===== src/rtl/spi_pkg.sv =====
// Shared types and default sizing for the SPI master transmitter.
package spi_pkg;

    localparam int SPI_DATA_W  = 8;
    localparam int SPI_CLK_DIV = 4;

    typedef enum logic [2:0] {
        IDLE,
        LEAD,
        HIGH,
        LOW,
        TRAIL,
        GAP
    } state_t;

endpackage


===== src/rtl/spi_master_tx_if.sv =====
// Word-level request/response port between local command logic and the SPI master.
interface spi_master_tx_if
    import spi_pkg::*;
#(
    parameter int DATA_W = SPI_DATA_W
);

    // A word is accepted on the clk edge where tx_valid and tx_ready are both high;
    // tx_data is only sampled on that edge. rx_valid is a one-cycle pulse with rx_data
    // already valid, and there is no back-pressure on the receive side.
    logic [DATA_W-1:0] tx_data;
    logic              tx_valid;
    logic              tx_ready;
    logic [DATA_W-1:0] rx_data;
    logic              rx_valid;

    modport master (
        output tx_data,
        output tx_valid,
        input  tx_ready,
        input  rx_data,
        input  rx_valid
    );

    modport slave (
        input  tx_data,
        input  tx_valid,
        output tx_ready,
        output rx_data,
        output rx_valid
    );

endinterface


===== src/rtl/spi_half_period_timer.sv =====
// Down-counter that ticks once every CLK_DIV enabled cycles; a load restarts the period.
module spi_half_period_timer
    import spi_pkg::*;
#(
    parameter int CLK_DIV = SPI_CLK_DIV
) (
    input  logic clk,
    input  logic rst_n,
    input  logic load,
    input  logic en,
    output logic tick
);

    localparam int            CW     = (CLK_DIV > 1) ? $clog2(CLK_DIV) : 1;
    localparam logic [CW-1:0] RELOAD = CW'(CLK_DIV - 1);

    logic [CW-1:0] cnt;

    always_ff @(posedge clk or negedge rst_n) begin
        if (!rst_n) begin
            cnt <= '0;
        end else if (load) begin
            cnt <= RELOAD;
        end else if (en) begin
            cnt <= (cnt == '0) ? RELOAD : cnt - 1'b1;
        end
    end

    assign tick = en && !load && (cnt == '0);

endmodule


===== src/rtl/spi_master_tx.sv =====
// SPI mode-0 master: sends one DATA_W word MSB first per frame and returns the MISO word.
module spi_master_tx
    import spi_pkg::*;
#(
    parameter int DATA_W  = SPI_DATA_W,
    parameter int CLK_DIV = SPI_CLK_DIV
) (
    input  logic                  clk,
    input  logic                  rst_n,
    spi_master_tx_if.slave        bus,
    output logic                  busy,
    output logic                  SLK,
    output logic                  MOSI,
    output logic                  CS,
    input  logic                  MISO,
    output state_t                state
);

    localparam int            BW       = $clog2(DATA_W);
    localparam logic [BW-1:0] LAST_BIT = BW'(DATA_W - 1);

    logic [DATA_W-1:0] tx_shift;
    logic [DATA_W-1:0] rx_shift;
    logic [BW-1:0]     bit_cnt;
    logic              accept;
    logic              timer_en;
    logic              tick;

    assign accept   = bus.tx_valid && bus.tx_ready;
    assign timer_en = (state != IDLE);

    spi_half_period_timer #(
        .CLK_DIV (CLK_DIV)
    ) u_timer (
        .clk   (clk),
        .rst_n (rst_n),
        .load  (accept),
        .en    (timer_en),
        .tick  (tick)
    );

    always_ff @(posedge clk or negedge rst_n) begin
        if (!rst_n) begin
            state        <= IDLE;
            tx_shift     <= '0;
            rx_shift     <= '0;
            bit_cnt      <= '0;
            bus.tx_ready <= 1'b1;
            bus.rx_data  <= '0;
            bus.rx_valid <= 1'b0;
            busy         <= 1'b0;
            SLK          <= 1'b0;
            MOSI         <= 1'b0;
            CS           <= 1'b1;
        end else begin
            bus.rx_valid <= 1'b0;
            case (state)
                IDLE: begin
                    if (accept) begin
                        tx_shift     <= bus.tx_data;
                        bit_cnt      <= LAST_BIT;
                        MOSI         <= bus.tx_data[DATA_W-1];
                        CS           <= 1'b0;
                        SLK          <= 1'b0;
                        bus.tx_ready <= 1'b0;
                        busy         <= 1'b1;
                        state        <= LEAD;
                    end
                end
                LEAD, LOW: begin
                    // MISO is launched by the slave off our SLK, so it is stable here.
                    if (tick) begin
                        SLK      <= 1'b1;
                        rx_shift <= {rx_shift[DATA_W-2:0], MISO};
                        state    <= HIGH;
                    end
                end
                HIGH: begin
                    if (tick) begin
                        SLK <= 1'b0;
                        if (bit_cnt == '0) begin
                            state <= TRAIL;
                        end else begin
                            bit_cnt  <= bit_cnt - 1'b1;
                            tx_shift <= tx_shift << 1;
                            MOSI     <= tx_shift[DATA_W-2];
                            state    <= LOW;
                        end
                    end
                end
                TRAIL: begin
                    if (tick) begin
                        CS           <= 1'b1;
                        MOSI         <= 1'b0;
                        bus.rx_data  <= rx_shift;
                        bus.rx_valid <= 1'b1;
                        state        <= GAP;
                    end
                end
                GAP: begin
                    if (tick) begin
                        bus.tx_ready <= 1'b1;
                        busy         <= 1'b0;
                        state        <= IDLE;
                    end
                end
                default: state <= IDLE;
            endcase
        end
    end

endmodule


===== src/flat_wrapper.sv =====
// flat-port wrapper written by rule: the top's interface ports become plain ports
module spi_master_tx_flat import spi_pkg::*;
#(
    parameter int DATA_W  = SPI_DATA_W,
    parameter int CLK_DIV = SPI_CLK_DIV
)
  (clk, rst_n, busy, SLK, MOSI, CS, MISO, state, bus_tx_data, bus_tx_valid, bus_tx_ready, bus_rx_data, bus_rx_valid);
  spi_master_tx_if #(.DATA_W(DATA_W)) bus_i ();
  input  logic clk;
  input  logic rst_n;
  output logic busy;
  output logic SLK;
  output logic MOSI;
  output logic CS;
  input  logic MISO;
  output state_t state;
  input wire logic [$bits(bus_i.tx_data)-1:0] bus_tx_data;
  input wire logic [$bits(bus_i.tx_valid)-1:0] bus_tx_valid;
  output wire logic [$bits(bus_i.tx_ready)-1:0] bus_tx_ready;
  output wire logic [$bits(bus_i.rx_data)-1:0] bus_rx_data;
  output wire logic [$bits(bus_i.rx_valid)-1:0] bus_rx_valid;
  assign bus_i.tx_data = bus_tx_data;
  assign bus_i.tx_valid = bus_tx_valid;
  assign bus_tx_ready = bus_i.tx_ready;
  assign bus_rx_data = bus_i.rx_data;
  assign bus_rx_valid = bus_i.rx_valid;
  spi_master_tx #(.DATA_W(DATA_W), .CLK_DIV(CLK_DIV)) u_core (.clk(clk), .rst_n(rst_n), .bus(bus_i), .busy(busy), .SLK(SLK), .MOSI(MOSI), .CS(CS), .MISO(MISO), .state(state));
endmodule

===== config.mk =====
export PLATFORM = sky130hd
export DESIGN_NAME = spi_master_tx_flat
export DESIGN_NICKNAME = d
export VERILOG_FILES = /design/src/rtl/spi_pkg.sv /design/src/rtl/spi_master_tx_if.sv /design/src/rtl/spi_half_period_timer.sv /design/src/rtl/spi_master_tx.sv /design/src/flat_wrapper.sv
export SDC_FILE = /design/constraint.sdc
export NUM_CORES = 1
export LEC_CHECK = 0
export BUFFER_PORTS_ARGS = -buffer_cell sky130_fd_sc_hd__buf_2
export CAP_MARGIN = 10
export CELL_PAD_IN_SITES_DETAIL_PLACEMENT = 1
export CELL_PAD_IN_SITES_GLOBAL_PLACEMENT = 2
export CORE_MARGIN = 3
export CORE_UTILIZATION = 39
export DETAILED_ROUTE_END_ITERATION = 8
export PLACE_DENSITY = 0.81
export SETUP_SLACK_MARGIN = 0.1
export SYNTH_ARGS = -nofsm -noshare
export SYNTH_HDL_FRONTEND = slang
export SYNTH_SLANG_ARGS = --single-unit

===== constraint.sdc =====
create_clock -name clk -period 3.5 [get_ports clk]
set_input_delay 0.35 -clock clk [delete_from_list [all_inputs] [get_ports clk]]
set_output_delay 0.35 -clock clk [all_outputs]
set_load 0.02 [all_outputs]

==> key figures <==
Drt
  • DRT antenna net count: 0
  • Pre-Repair DR Iteration Count: 4
  • Post-detailed-route via-to-cell ratio: 5.38
  • Routed WL: 3.59 mm
  • Drt wl/cell: about 16 microns
  • Vias: 1205
  • DRC violation total after the first TritonRoute iteration: 39
  • DRC: 0

Power
  • Part of the total power dissipated in the clock network: 22.8%
  • Worst-case vdd ir drop: 335 uV
  • Share of total power consumed by net switching: a little over a third
  • Net switching power of the design: 0.000533 W
  • Pwr Density: approximately 750 mW/mm^2
  • Combinational Power Share: about a third
  • Standby leakage power: ~0.97 nW
  • Pint: 0.000950 W
  • Relative contribution of sequential cells to total power: approximately 45%

Floorplan
  • Std-Cell Rows: 23
  • Initial standard-cell utilization of the core: 41.0%
  • Die span in y: 71.5 microns
  • Overall die area: 0.00512 sq mm
  • Horizontal die dimension: 71.5 microns
  • Number of top-level design ports: 29
  • Core Area: 0.00409 sq mm

Layout
  • Most frequent cells in the layout: sky130_fd_sc_hd__dfrtp_1 (35), sky130_fd_sc_hd__buf_2 (28), sky130_fd_sc_hd__nor2_1 (11), sky130_fd_sc_hd__a21oi_1 (11)
  • P&R area growth vs syn: 17.6%
  • Fraction of final layout cells with drive strength greater than 1: 31.6%
  • Antenna fix cells: 0
  • Area of all placed cells without fillers: ~0.002 sq mm
  • Most frequent standard cell in the layout excluding fill and tap cells: sky130_fd_sc_hd__dfrtp_1
  • Final std cells w/o fill: 224
  • Layout net count: 188

Timing
  • Worst hold slack across all endpoints: 150 ps
  • Final TNS setup: 0 ps
  • Final Skew: 4.97 ps
  • RSZ-0062 raised after global routing: no
  • Least-Margin Pin Slew: 821 ps
  • Final Cycle Share: between 50% and 60%
  • Number of max-slew violations in the final report: 0
  • Number of failing setup endpoints in the final timing report: 0
  • Fin. Hold Viols: 0
  • Relative slew slack: 45.3%
  • Shortest period the worst path allows: roughly 2000 ps
  • Highest achievable clock rate: 0.485 GHz

Critical path
  • Maximum fanout along the worst path: 10
  • Endpoint kind of the worst setup timing path: flop
  • Depth of the worst register-to-register path: 6
  • Startpoint-to-endpoint class of the critical path: reg -> reg
  • Worst EP required: 3730 ps
  • Data arrival time of the critical path: 2290 ps
  • Type of origin of the critical path: flop

GRT
  • M1 GR Usage: a little under a fifth
  • Met3 GRT Util: between 4 and 5%
  • Number of antenna violations at the first check in global routing: 0
  • Met2 demand-to-capacity share in global routing: a little over a quarter
  • Pin count of the biggest net entering global routing: 38
  • Vias in the first global route: 1307
  • Top Usage Layer GRT: met2
  • Global Route Usage Sum: 15.6%
  • Wire length of the first global-routing pass: 6.15 mm
  • Global route overflow: 0

Clocking
  • # Post-CTS Setup Buffers: 0
  • Number of H-tree levels: 2
  • Number of buffers created by CTS: 5
  • Root Buffer Master: sky130_fd_sc_hd__clkbuf_8
  • Maximum clock insertion buffer count: 2
  • CTS Sinks: 37
  • Clock transition at path regs: 80 ps
  • CTS-repair resized insts: 0
  • Clock latency at the later pin of the worst-skew pair: 290 ps
  • Hold bufs inserted after CTS: 0
  • Clock tree from TritonCTS: yes

Logic synthesis
  • Combinational family with the most area after synthesis: compound AO/OA/AOI/OAI gates
  • Multiplexer share of the synthesized area: 11.4%
  • Adder and majority gate portion of the synthesized area: 2.24%
  • Simple-gate portion of the synthesized area: between 10% and 20%
  • Seq/Total Area, Yosys: 55.4%
  • Synthesized instance count: between 100 and 150
  • Area of the mapped netlist: 0.00168 sq mm
  • Net count after synthesis: roughly 160
  • XOR/XNOR Fraction of Synth Area: 0%
  • Synthesized flop and latch total: 37
  • Mean area per synthesized cell: 11.9 sq um
  • Total of warnings raised by yosys: 0
  • Compound-Gate Fraction of Synth Area: 15.5%
  • Count of cell types in the netlist: 37

Job
  • Number of maximum-capacitance violations: 0

Placement
  • GP Congestion: 0.792
  • Count of buffers inserted at the top-level ports: 28
  • Half-perimeter wire length after placement: 2.58 mm
  • Post-Place Cell Area: 0.00187 sq mm
  • Number of placed instances with taps included: 216

Min path
  • Path category of the worst min-delay check: in -> async

Outcome
  • Result of the run: finished clean
## synth_stat cells
library cell	count	area (sq um)
sky130_fd_sc_hd__inv_1	6	22.5
sky130_fd_sc_hd__or3b_4	1	11.3
sky130_fd_sc_hd__nand2b_1	6	37.5
sky130_fd_sc_hd__nand3_1	1	5.00
sky130_fd_sc_hd__a22oi_1	1	7.51
sky130_fd_sc_hd__nand2_2	1	6.26
sky130_fd_sc_hd__nor3_4	1	16.3
sky130_fd_sc_hd__a211oi_1	1	7.51
sky130_fd_sc_hd__o21ai_0	2	10.0
sky130_fd_sc_hd__o211ai_1	1	7.51
sky130_fd_sc_hd__mux2_1	10	113
sky130_fd_sc_hd__and4bb_1	1	12.5
sky130_fd_sc_hd__nor2_1	11	41.3
sky130_fd_sc_hd__dfrtp_1	35	876
sky130_fd_sc_hd__o32ai_4	1	27.5
sky130_fd_sc_hd__inv_2	3	11.3
sky130_fd_sc_hd__a21boi_2	1	11.3
sky130_fd_sc_hd__or3_1	2	12.5
sky130_fd_sc_hd__a211oi_2	1	12.5
sky130_fd_sc_hd__a21oi_1	11	55.1
sky130_fd_sc_hd__nand3_2	1	10.0
sky130_fd_sc_hd__o21ai_1	5	25.0
sky130_fd_sc_hd__dfstp_2	2	52.6
sky130_fd_sc_hd__nor3_1	2	10.0
sky130_fd_sc_hd__a41o_1	1	10.0
sky130_fd_sc_hd__mux2i_1	1	10.0
sky130_fd_sc_hd__ha_1	3	37.5
sky130_fd_sc_hd__a21bo_2	1	10.0
sky130_fd_sc_hd__nand2_1	10	37.5
sky130_fd_sc_hd__mux2_2	6	67.6
sky130_fd_sc_hd__nor3b_1	1	7.51
sky130_fd_sc_hd__o221a_1	5	56.3
sky130_fd_sc_hd__a311o_1	1	10.0
sky130_fd_sc_hd__buf_2	1	5.00
sky130_fd_sc_hd__and2_1	1	6.26
sky130_fd_sc_hd__clkbuf_1	2	7.51
sky130_fd_sc_hd__a2bb2oi_1	1	8.76
## kinds of logic (layout without fill, tap and decap cells)
group,count (synthesis),after routing
compound gates,33,33
fa+ha+maj,3,3
buf+inv,12,45
flops,37,37
mux,17,17
simple gates,39,39
## final timing paths
check                             startpoint                  to  slack [ps]
max                        u_core.bit_cnt[0]  u_core.tx_shift[4]        1440
min                                    rst_n     u_core.state[1]         150
max reg2reg                u_core.bit_cnt[0]  u_core.tx_shift[4]        1440
min reg2reg                        u_core.CS           u_core.CS         470
max in group asynchronous              rst_n  u_core.rx_shift[4]        2830
min in group clk                        MISO  u_core.rx_shift[0]         280
## sequential cells by signal (all words and copies together), names as in the netlist
| name | cells |
|---|---|
| u_core.CS | 1 |
| u_core.MOSI | 1 |
| u_core.SLK | 1 |
| u_core.bit_cnt | 3 |
| u_core.bus.rx_data | 8 |
| u_core.bus.rx_valid | 1 |
| u_core.bus.tx_ready | 1 |
| u_core.busy | 1 |
| u_core.rx_shift | 8 |
| u_core.state | 3 |
| u_core.tx_shift | 7 |
| u_core.u_timer.cnt | 2 |
## metal layers
layer  share of wire (%)  wire length [microns]
met5                   0                      0
met3                 5.2                    186
met1                  43                   1530
met4                 1.4                     50
met2                  51                   1830
## final cells by class
class / instances / area [sq um]
Timing Repair Buffer: 28 / 140
Multi-Input combinational cell: 92 / 701
Inverter: 9 / 33.8
Tap cell: 50 / 62.6
Clock buffer: 7 / 96.3
Clock inverter: 1 / 8.76
Sequential cell: 37 / 928
Fill cell: 485 / 2120
## critical path, stage by stage (launching register included)
cell                      delay (ps)
sky130_fd_sc_hd__dfrtp_1         370
sky130_fd_sc_hd__inv_1            60
sky130_fd_sc_hd__ha_1            190
sky130_fd_sc_hd__ha_1            240
sky130_fd_sc_hd__or3b_4          430
sky130_fd_sc_hd__o32ai_4         430
sky130_fd_sc_hd__o221a_1         280
## power by group through the flow
stage | sequential (W) | clock, W | combinational, W
4_1_cts | 0.000660 | 0.000350 | 0.000498
5_1_grt | 0.000677 | 0.000369 | 0.000545
3_3_place_gp | 0.000657 | 0 | 0.000459
3_5_place_dp | 0.000666 | 0 | 0.000493
2_1_floorplan | 0.000645 | 0 | 0.000366
6_report | 0.000660 | 0.000338 | 0.000485
## metrics by stage
stage / worst slack, ps / total power [W] / util [%]
6_report: 1440 / 0.00148 / 48.2
3_5_place_dp: 1450 / 0.00116 / 45.7
3_3_place_gp: 1510 / 0.00112 / 45.7
2_1_floorplan: 1650 / 0.00101 / -
5_1_grt: 1300 / 0.00159 / 48.2
4_1_cts: 1420 / 0.00151 / 48.2
(Power assumes the default switching activity.)
